--- src/rtl/mc_datapath_pkg.sv ---
// Shared types and encodings for the multi-cycle datapath and its helper blocks.
package mc_datapath_pkg;

  typedef enum logic [2:0] {
    S_FETCH, S_DECODE, S_EXEC, S_MEM, S_WB, S_HALT
  } state_t;

  localparam logic [1:0] WB_ALU = 2'd0;
  localparam logic [1:0] WB_MEM = 2'd1;
  localparam logic [1:0] WB_PC4 = 2'd2;
  localparam logic [1:0] WB_IMM = 2'd3;

  localparam logic [1:0] J_SEQ   = 2'd0;
  localparam logic [1:0] J_PCREL = 2'd1;
  localparam logic [1:0] J_REG   = 2'd2;

  localparam logic [31:0] NOP = 32'h0000_0013;

  localparam logic [3:0] ALU_ADD  = 4'd0;
  localparam logic [3:0] ALU_SUB  = 4'd1;
  localparam logic [3:0] ALU_AND  = 4'd2;
  localparam logic [3:0] ALU_OR   = 4'd3;
  localparam logic [3:0] ALU_XOR  = 4'd4;
  localparam logic [3:0] ALU_SLL  = 4'd5;
  localparam logic [3:0] ALU_SRL  = 4'd6;
  localparam logic [3:0] ALU_SRA  = 4'd7;
  localparam logic [3:0] ALU_SLT  = 4'd8;
  localparam logic [3:0] ALU_SLTU = 4'd9;
  localparam logic [3:0] ALU_PASSB = 4'd10;

  localparam logic [2:0] IMM_I = 3'd0;
  localparam logic [2:0] IMM_S = 3'd1;
  localparam logic [2:0] IMM_B = 3'd2;
  localparam logic [2:0] IMM_J = 3'd3;
  localparam logic [2:0] IMM_U = 3'd4;

  // Decoder control vector, bundled once at the top-level boundary.
  typedef struct packed {
    logic       alu_src_b;
    logic       branch;
    logic       branch_n;
    logic       reg_write;
    logic       mem_rw;
    logic [1:0] mem_to_reg;
    logic [1:0] jump;
    logic [3:0] alu_ctrl;
    logic [2:0] imm_sel;
  } ctrl_t;

endpackage

--- src/rtl/ALU.sv ---
// Integer ALU with zero flag.
module ALU
  import mc_datapath_pkg::*;
#(
  parameter int XLEN = 32
) (
  input  logic [XLEN-1:0] a,
  input  logic [XLEN-1:0] b,
  input  logic [3:0]      alu_ctrl,
  output logic [XLEN-1:0] result,
  output logic            zero
);
  localparam int SW = $clog2(XLEN);
  logic [SW-1:0] shamt;
  assign shamt = b[SW-1:0];

  always_comb begin
    result = '0;
    case (alu_ctrl)
      ALU_ADD:   result = a + b;
      ALU_SUB:   result = a - b;
      ALU_AND:   result = a & b;
      ALU_OR:    result = a | b;
      ALU_XOR:   result = a ^ b;
      ALU_SLL:   result = a << shamt;
      ALU_SRL:   result = a >> shamt;
      ALU_SRA:   result = $signed(a) >>> shamt;
      ALU_SLT:   result = XLEN'($signed(a) < $signed(b));
      ALU_SLTU:  result = XLEN'(a < b);
      ALU_PASSB: result = b;
      default:   result = '0;
    endcase
  end

  assign zero = (result == '0);

endmodule

--- src/rtl/ImmGen.sv ---
// Sign-extended immediate extraction for I/S/B/J/U formats.
module ImmGen
  import mc_datapath_pkg::*;
#(
  parameter int XLEN = 32
) (
  input  logic [31:7]     inst,
  input  logic [2:0]      imm_sel,
  output logic [XLEN-1:0] imm
);
  logic [31:0] imm32;

  always_comb begin
    imm32 = '0;
    case (imm_sel)
      IMM_I:   imm32 = {{20{inst[31]}}, inst[31:20]};
      IMM_S:   imm32 = {{20{inst[31]}}, inst[31:25], inst[11:7]};
      IMM_B:   imm32 = {{19{inst[31]}}, inst[31], inst[7], inst[30:25], inst[11:8], 1'b0};
      IMM_J:   imm32 = {{11{inst[31]}}, inst[31], inst[19:12], inst[20], inst[30:21], 1'b0};
      IMM_U:   imm32 = {inst[31:12], 12'b0};
      default: imm32 = '0;
    endcase
  end

  assign imm = XLEN'($signed(imm32));

endmodule

--- src/rtl/Regs.sv ---
// 31-entry register file, x0 hard-wired to zero, two async read ports.
module Regs #(
  parameter int XLEN = 32
) (
  input  logic            clk,
  input  logic            we,
  input  logic [4:0]      rs1,
  input  logic [4:0]      rs2,
  input  logic [4:0]      rd,
  input  logic [XLEN-1:0] wd,
  output logic [XLEN-1:0] rd1,
  output logic [XLEN-1:0] rd2
);
  logic [31:1][XLEN-1:0] rf;

  always_ff @(posedge clk) begin
    if (we && rd != 5'd0) rf[rd] <= wd;
  end

  assign rd1 = (rs1 == 5'd0) ? '0 : rf[rs1];
  assign rd2 = (rs2 == 5'd0) ? '0 : rf[rs2];

endmodule

--- src/rtl/mc_wait_timer.sv ---
// Counts consecutive wait cycles of an open memory request and flags a timeout.
module mc_wait_timer #(
  parameter int MAX_WAIT = 0
) (
  input  logic clk,
  input  logic rst,
  input  logic req,
  input  logic ready,
  output logic timeout
);
  localparam int CW = (MAX_WAIT > 0) ? $clog2(MAX_WAIT + 1) : 1;
  localparam logic [CW-1:0] LIMIT = CW'(MAX_WAIT);

  logic [CW-1:0] cnt;

  always_ff @(posedge clk) begin
    if (rst || !req || ready) cnt <= '0;
    else if (cnt != LIMIT)    cnt <= cnt + CW'(1);
  end

  // A ready arriving on the limit cycle wins over the timeout.
  assign timeout = (MAX_WAIT != 0) && req && !ready && (cnt == LIMIT);

endmodule

--- src/rtl/mc_datapath.sv ---
// Multi-cycle RV32-style datapath: FETCH/DECODE/EXEC/MEM/WB with handshaked
// instruction and data memories and an optional wait-cycle timeout.
module mc_datapath
  import mc_datapath_pkg::*;
#(
  parameter int              XLEN     = 32,
  parameter logic [XLEN-1:0] RESET_PC = '0,
  parameter int              MAX_WAIT = 0
) (
  input  logic            clk,
  input  logic            rst,
  output logic            imem_req,
  output logic [XLEN-1:0] imem_addr,
  input  logic [31:0]     imem_rdata,
  input  logic            imem_ready,
  output logic            dmem_req,
  output logic            dmem_we,
  output logic [XLEN-1:0] dmem_addr,
  output logic [XLEN-1:0] dmem_wdata,
  input  logic [XLEN-1:0] dmem_rdata,
  input  logic            dmem_ready,
  output logic [31:0]     inst_field,
  input  logic            ALUSrc_B,
  input  logic            Branch,
  input  logic            BranchN,
  input  logic            RegWrite,
  input  logic            MemRW,
  input  logic [1:0]      MemtoReg,
  input  logic [1:0]      Jump,
  input  logic [3:0]      ALU_Control,
  input  logic [2:0]      ImmSel,
  output logic [XLEN-1:0] PC_out,
  output logic            retire,
  output logic            err
);
  ctrl_t ctl;
  assign ctl = '{alu_src_b: ALUSrc_B, branch: Branch, branch_n: BranchN,
                 reg_write: RegWrite, mem_rw: MemRW, mem_to_reg: MemtoReg,
                 jump: Jump, alu_ctrl: ALU_Control, imm_sel: ImmSel};

  state_t          state;
  logic [31:0]     ir;
  logic [XLEN-1:0] pc, a_q, b_q, imm_q, alu_out, mdr;
  logic            z_q;

  logic [XLEN-1:0] rs1_data, rs2_data, imm_gen, alu_b, alu_res;
  logic [XLEN-1:0] wb_data, pc_plus4, pc_target, pc_next;
  logic            alu_zero, take_br, mem_ready, tmo, rf_we;

  // Requests are pure decodes of the state register, squashed during reset.
  assign imem_req   = !rst && (state == S_FETCH);
  assign dmem_req   = !rst && (state == S_MEM);
  assign dmem_we    = dmem_req && ctl.mem_rw;
  assign imem_addr  = pc;
  assign dmem_addr  = alu_out;
  assign dmem_wdata = b_q;
  assign inst_field = ir;
  assign PC_out     = pc;
  assign retire     = (state == S_WB);

  assign mem_ready = (state == S_FETCH) ? imem_ready : dmem_ready;

  mc_wait_timer #(.MAX_WAIT(MAX_WAIT)) u_timer (
    .clk     (clk),
    .rst     (rst),
    .req     (imem_req | dmem_req),
    .ready   (mem_ready),
    .timeout (tmo)
  );

  Regs #(.XLEN(XLEN)) u_regs (
    .clk (clk),
    .we  (rf_we),
    .rs1 (ir[19:15]),
    .rs2 (ir[24:20]),
    .rd  (ir[11:7]),
    .wd  (wb_data),
    .rd1 (rs1_data),
    .rd2 (rs2_data)
  );

  ImmGen #(.XLEN(XLEN)) u_immgen (
    .inst    (ir[31:7]),
    .imm_sel (ctl.imm_sel),
    .imm     (imm_gen)
  );

  assign alu_b = ctl.alu_src_b ? imm_q : b_q;

  ALU #(.XLEN(XLEN)) u_alu (
    .a        (a_q),
    .b        (alu_b),
    .alu_ctrl (ctl.alu_ctrl),
    .result   (alu_res),
    .zero     (alu_zero)
  );

  assign rf_we = !rst && (state == S_WB) && ctl.reg_write;

  always_comb begin
    wb_data = alu_out;
    case (ctl.mem_to_reg)
      WB_ALU:  wb_data = alu_out;
      WB_MEM:  wb_data = mdr;
      WB_PC4:  wb_data = pc_plus4;
      WB_IMM:  wb_data = imm_q;
      default: wb_data = alu_out;
    endcase
  end

  assign pc_plus4  = pc + XLEN'(4);
  assign pc_target = pc + imm_q;
  assign take_br   = (ctl.branch & z_q) | (ctl.branch_n & ~z_q);

  always_comb begin
    pc_next = take_br ? pc_target : pc_plus4;
    case (ctl.jump)
      J_PCREL: pc_next = pc_target;
      J_REG:   pc_next = {alu_out[XLEN-1:1], 1'b0};
      default: pc_next = take_br ? pc_target : pc_plus4;
    endcase
  end

  always_ff @(posedge clk) begin
    if (rst) begin
      state   <= S_FETCH;
      pc      <= RESET_PC;
      ir      <= NOP;
      a_q     <= '0;
      b_q     <= '0;
      imm_q   <= '0;
      alu_out <= '0;
      mdr     <= '0;
      z_q     <= 1'b0;
      err     <= 1'b0;
    end else begin
      case (state)
        S_FETCH: begin
          if (imem_ready) begin
            ir    <= imem_rdata;
            state <= S_DECODE;
          end else if (tmo) begin
            err   <= 1'b1;
            state <= S_HALT;
          end
        end
        S_DECODE: begin
          a_q   <= rs1_data;
          b_q   <= rs2_data;
          imm_q <= imm_gen;
          state <= S_EXEC;
        end
        S_EXEC: begin
          alu_out <= alu_res;
          z_q     <= alu_zero;
          state   <= (ctl.mem_to_reg == WB_MEM || ctl.mem_rw) ? S_MEM : S_WB;
        end
        S_MEM: begin
          if (dmem_ready) begin
            if (!ctl.mem_rw) mdr <= dmem_rdata;
            state <= S_WB;
          end else if (tmo) begin
            err   <= 1'b1;
            state <= S_HALT;
          end
        end
        S_WB: begin
          pc    <= pc_next;
          state <= S_FETCH;
        end
        S_HALT:  state <= S_HALT;
        default: state <= S_HALT;
      endcase
    end
  end

endmodule

--- config.mk ---
export PLATFORM = sky130hd
export DESIGN_NAME = mc_datapath
export DESIGN_NICKNAME = d
export VERILOG_FILES = /design/src/rtl/mc_datapath_pkg.sv /design/src/rtl/ALU.sv /design/src/rtl/ImmGen.sv /design/src/rtl/Regs.sv /design/src/rtl/mc_wait_timer.sv /design/src/rtl/mc_datapath.sv
export SDC_FILE = /design/constraint.sdc
export NUM_CORES = 2
export LEC_CHECK = 0
export BUFFER_PORTS_ARGS = -buffer_cell sky130_fd_sc_hd__buf_2
export CAP_MARGIN = 25
export CORE_ASPECT_RATIO = 1.1
export CORE_MARGIN = 2
export CORE_UTILIZATION = 45
export CTS_CLUSTER_DIAMETER = 150
export DETAILED_ROUTE_END_ITERATION = 8
export SETUP_SLACK_MARGIN = 0.4
export SLEW_MARGIN = 15
export SYNTH_ARGS = -nofsm -noshare
export SYNTH_HDL_FRONTEND = slang
export SYNTH_SLANG_ARGS = --single-unit
export TNS_END_PERCENT = 10
--- constraint.sdc ---
create_clock -name clk -period 9.05 [get_ports clk]
set_clock_uncertainty 0.2 [all_clocks]
set_input_delay 1.81 -clock clk [delete_from_list [all_inputs] [get_ports clk]]
set_output_delay 1.81 -clock clk [all_outputs]
set_load 0.03 [all_outputs]
* Word-level counts from Yosys, hierarchy flattened
Index checks and enable logic that the tools add are counted.
** Storage, ports and cells
- Register bits :: 1220
- Output and inout port bits :: 165
** Operators by class
- Add/subtract/negate cells :: 4
- $lt $le $gt $ge :: 6
- Eq/ne operators :: 25
- Shift-type cells :: 3
- Multiplexer cells :: 19
- Bitwise gates (word level) :: 8
- Reductions and logical operators :: 20
** Operators with widths (number)
- bitwise mux 992 bit :: 1
- one-hot mux 32 bit (11 select lines) :: 1
- binary-select mux 32 bit (select 5 bit) :: 2
- 2-to-1 mux 32 bit :: 7
- demux 32 bit (select 5 bit) :: 1
- one-hot mux 32 bit (5 select lines) :: 1
- one-hot mux 32 bit (4 select lines) :: 1
- adder 32 bit :: 2
- less-than comparator 32 bit :: 2
- one-hot mux 32 bit (2 select lines) :: 1
- adder 32 x 3 -> 32 bit (second input constant) :: 1
- bitwise AND 32 bit :: 1
- zero test 32 bit :: 1
- OR 32 bit :: 1
- << shifter 32 x 5 -> 32 bit :: 1
- right shift 32 x 5 -> 32 bit :: 1
- >>> shifter 32 x 5 -> 32 bit :: 1
- subtractor 32 bit :: 1
- bitwise XOR 32 bit :: 1
- less-than comparator 5 x 6 -> 1 bit (second input constant) :: 3
- equality test 4 x 3 -> 1 bit (second input constant) :: 4
- one-hot mux 3 bit (5 select lines) :: 1
- equality test 3 x 2 -> 1 bit (second input constant) :: 4
- equality test 4 bit (second input constant) :: 3
- other kinds (22) :: 42

* Longest topological paths before layout
- Depth in word-level cells :: 5
- Mapped depth :: 20
- Gate-level depth less buffers :: 17

* Hierarchy
A second synthesis with hierarchy kept.
** Unflattened totals
- Cells, all modules :: 5592
- Area, all modules :: 68724.7 µm²
** By module, submodules not included
- Regs :: instances 1, cells each 2579, area an instance 46264.4 µm²
- mc_datapath :: instances 1, cells each 1535, area an instance 12203.0 µm²
- ALU :: instances 1, cells each 1403, area an instance 9751.9 µm²
- ImmGen :: instances 1, cells each 73, area an instance 494.2 µm²
- mc_wait_timer :: instances 1, cells each 2, area an instance 11.3 µm²

* Least setup slack after synthesis
No wires, ideal clock.
- Kind :: input port to flip-flop
- Start point :: in ALUSrc_B
- End point :: reg z_q
- Library setup time :: 0.084 ns
- Data arrival time :: 6.548 ns
- Slack :: 2.218 ns
- Stages on the path :: 18
- Path buffers :: 4
- Cells stage by stage :: buf_6 clkbuf_1 clkbuf_1 buf_1 mux2_2 inv_1 ha_1 or4_1 a21oi_1 o2111ai_1 a31oi_1 a21oi_1 a221o_1 a21o_1 nor4_1 and4_1 nand4b_1 o31ai_2
** Between the ends
- Word-level cells in the longest chain between the ends :: 4
- Elaborated cells between the ends (all ways) :: 13
- Those cells by class :: 2 x add/sub; 2 x order compare; 3 x shift; 2 x mux; 3 x bitwise; 1 x reduce/logical
** RTL lines
- start: declaration :: line mc_datapath.sv:23 : input logic ALUSrc_B,
- 2-to-1 mux 32 bit * :: line mc_datapath.sv:88 : assign alu_b = ctl.alu_src_b ? imm_q : b_q;
- subtractor 32 bit (tied with other cells) :: line ALU.sv:21 : ALU_SUB: result = a - b;
- one-hot mux 32 bit (11 select lines) * :: line ALU.sv:19 : case (alu_ctrl)
- zero test 32 bit * :: line ALU.sv:35 : assign zero = (result == '0);
- end signal: assignment :: line mc_datapath.sv:155 : z_q <= alu_zero;
- end: declaration :: line mc_datapath.sv:44 : logic z_q;
Mark *: on every way between the ends. The rest lies on a longest branch, timed or not.
A chain may end at the register's enable or synchronous reset.

* Worst setup path in the final report
Same ends and word-level chain as after synthesis.

==> results.sh <==
export IMPL_async_flop_share_pct=0
export IMPL_drv_slew=0
export IMPL_overflow=0
export IMPL_clkSinkCount=1220
export IMPL_rsz0062_at_grt="false"
export IMPL_routed_via_density=6.82
export IMPL_finalWorstSetupSlack_ns=2.05
export IMPL_portBuffers=247
export IMPL_synth_cells=4802
export IMPL_yosys_warnings=0
export IMPL_arrival_ns=7.50
export IMPL_first_iter_violations=6638
export IMPL_place_gp_congestion=1.10
export IMPL_synth_cell_types=90
export IMPL_fin_crit_sh_pct=77.4
export IMPL_p_switching_mw=3.64
export IMPL_final_cell_area_sq_um=74600
export IMPL_setup_viol=0
export IMPL_r2r_cells=17
export IMPL_synth_edff_count=992
export IMPL_power_mw=13.4
export IMPL_path_max_fanout=17
export IMPL_finalHoldViolCount=0
export IMPL_dpl_instance_area_sq_um=70500
export IMPL_timing_slew_headroom_pct=25.1
export IMPL_post_drt_wl_per_cell_um=36.3
export IMPL_p_sw_share_pct=27.1
export IMPL_whs_ns=0.256
export IMPL_fp_dieW_um=372
export IMPL_firstDrtPassIters=7
export IMPL_cp_start_kind="input pin"
export IMPL_seq_power_share_pct=46.8
export IMPL_end_kind="flip-flop"
export IMPL_syn_cell_area_sq_um=66900
export IMPL_seq_area_frac_synth_pct=51.3
export IMPL_syn_area_per_cell_sq_um=13.9
export IMPL_worst_slew_pin_slew_ns=1.12
export IMPL_cellPowerDensity_nw_per_um2=180
export IMPL_synth_seq_cells=1220
export IMPL_status="finished clean"
export IMPL_power_frac_comb_pct=14.4
export IMPL_synth_nets=5027
export IMPL_min_period_ns=7.00
export IMPL_grt_max_degree=139
export IMPL_numCtsBuffers=132
export IMPL_synth_main_ff_cell="edfxtp_1"
export IMPL_areaGrowthSynthToFinish_pct=11.4
export IMPL_final_util_pct=50.5
export IMPL_clock_path_buffers=3
export IMPL_num_vias=47600
export IMPL_clk_pin_slew_worst_paths_ns=0.06
export IMPL_start_util_pct=45.3
export IMPL_reg2reg_slack_ns=3.10
export IMPL_p_int_mw=9.81
export IMPL_fin_tns_setup_ns=0
export IMPL_vdd_ir_drop_max_mv=0.151
export IMPL_core_sq_um=148000
export IMPL_die_area_sq_um=152000
export IMPL_grt_pass1_wl_mm=354
export IMPL_cts_root_buf="clkbuf_16"
export IMPL_worstSetupPathType="in -> reg"
export IMPL_ioPinCount=249
export IMPL_cts_setup_buffers=0
export IMPL_dp_slack_ns=1.44
export IMPL_hold_path_class="reg -> reg"
export IMPL_htreeDepth=4
export IMPL_required_ns=9.55
export IMPL_grtUsageTotal_pct=33.2
export IMPL_cts_tree="built"
export IMPL_dpl_hpwl_mm=170
export IMPL_nFillCells=12600
export IMPL_power_frac_clock_pct=38.8
export IMPL_leakage_nw=25.5
export IMPL_grt_pass1_vias=46200
export IMPL_hold_depth=2
export IMPL_max_freq_mhz=143
export IMPL_cts_hold_buf=0
export IMPL_routed_wl_mm=253
export IMPL_nNetsFinal=5141
export IMPL_clkLatencyLatePin_ns=0.79
export IMPL_drc=0
export IMPL_ant_nets=0
export IMPL_antenna_found_initial=7
export IMPL_drv_cap=0
export IMPL_drive_above_1_share_pct=28.0
export IMPL_rows=148
export IMPL_cts_resized=0
export IMPL_die_h_um=408
export IMPL_stdcell_count=6974
export IMPL_dp_cells=6732
worst max-delay path, stage by stage:
cell      delay (ns)
buf_2           0.58
buf_4           0.33
mux2_2          0.40
inv_1           0.09
ha_1            0.34
or4_1           0.56
a21oi_1         0.44
o211ai_1        0.35
a21oi_1         0.38
nor2_1          0.18
o311ai_0        0.75
o211ai_1        0.28
nor4_1          0.29
and4_1          0.30
nand4b_1        0.18
o31ai_2         0.20
cell families (layout without fill, tap and decap cells):
kind of cell / count (synthesis) / count (layout) / synth area share, %
compound gates: 933 / 933 / 9.10
simple gates: 1032 / 1032 / 6.94
xor+xnor: 57 / 57 / 0.746
buf+inv: 527 / 746 / 3.24
flops: 1220 / 1220 / 51.3
mux: 891 / 891 / 26.0
fa+ha+maj: 141 / 141 / 2.67
other cells: 1 / 4 / 0.00560
power groups by stage:
stage | registers, mW | clock network [mW] | logic [mW]
global route | 6.28 | 5.51 | 2.04
floorplan | 6.34 | 0 | 1.26
CTS | 6.28 | 5.29 | 1.92
detailed placement | 6.40 | 0 | 1.91
global placement | 6.40 | 0 | 1.91
finish | 6.29 | 5.22 | 1.94
worst paths after layout:
| kind | from | to |
|---|---|---|
| worst min register to register | inst_field[2] | inst_field[2] |
| worst max register to register | imm_q[0] | z_q |
| worst max-delay path | ALUSrc_B | z_q |
| worst min-delay path | inst_field[2] | inst_field[2] |
cell usage after synthesis (9+ instances only):
cell / n / area share (%)
nor2_1: 361 / 2.0
xor2_1: 18 / 0.24
a22oi_1: 16 / 0.18
a31oi_1: 25 / 0.23
nand2b_1: 22 / 0.21
o21ai_0: 139 / 1.0
o22ai_1: 37 / 0.35
nand2_1: 328 / 1.8
buf_4: 35 / 0.39
nor4_1: 23 / 0.22
inv_1: 108 / 0.61
mux2_2: 83 / 1.4
edfxtp_1: 992 / 45
a211oi_1: 55 / 0.62
nand4_1: 17 / 0.16
dfxtp_1: 228 / 6.8
a21o_1: 31 / 0.35
o211ai_1: 26 / 0.29
o31ai_1: 13 / 0.15
nand3b_1: 16 / 0.18
a2111oi_0: 9 / 0.12
o2111ai_1: 9 / 0.12
and2_1: 14 / 0.13
xnor2_1: 39 / 0.51
a21oi_1: 329 / 2.5
ha_1: 138 / 2.6
nor2b_1: 13 / 0.12
or3_1: 14 / 0.13
nand3_1: 76 / 0.57
a22o_1: 71 / 0.93
mux2i_1: 141 / 2.1
o21bai_1: 13 / 0.15
a211o_1: 10 / 0.13
a221oi_1: 48 / 0.63
clkbuf_1: 295 / 1.7
buf_1: 71 / 0.40
o221ai_1: 22 / 0.29
and3_1: 17 / 0.16
nor3_1: 84 / 0.63
buf_2: 10 / 0.075
o21a_1: 12 / 0.13
mux4_2: 664 / 22
a221o_1: 9 / 0.13
or4_1: 11 / 0.12
cell usage in the layout, fill, tap and decap left out, types with 16 or more instances in the layout:
cell	synthesis	routed
o211ai_1	26	26
nand4_1	17	17
o21ai_0	139	138
o22ai_1	37	37
nor4_1	23	22
mux4_2	664	664
a22o_1	71	71
clkinv_2	0	20
mux2i_1	141	137
nand3b_1	16	16
a22oi_1	16	16
a31oi_1	25	25
a21o_1	31	31
clkbuf_16	0	136
and3_1	17	17
mux2_2	83	83
clkinv_1	2	25
dfxtp_1	228	218
nor3_1	84	77
xnor2_1	39	39
nand2b_1	22	22
nand3_1	76	76
xor2_1	18	18
o221ai_1	22	22
nand2_1	328	328
edfxtp_1	992	992
buf_4	35	139
inv_1	108	108
a221oi_1	48	48
buf_2	10	247
a21oi_1	329	329
a211oi_1	55	55
nor2_4	0	25
nor2_1	361	335
clkbuf_1	295	36
ha_1	138	138
flip-flops by register name, indices dropped and copies added, names as in the netlist, 32 cells and up:
name,count
dmem_wdata,32
imm_q,32
a_q,32
dmem_addr,32
mdr,32
inst_field,32
PC_out,32
u_regs.rf,992
final cells by class:
type,count,area [sq um],share of cell area (%)
clock inverter,66,537,0.720
sequential,1220,34400,46.1
clock buffer,173,3550,4.76
inverter,111,419,0.562
timing repair buffer,396,2480,3.32
antenna,3,7.51,0.0101
multi-input combinational,3055,30700,41.2
tap,1950,2440,3.27
per-layer routing:
layer,GRT usage (%),routed length [um]
met5,0,28
met2,53.0,120000
met3,5.37,22400
met1,44.3,96000
met4,16.1,14200
(Power assumes the default switching activity.)
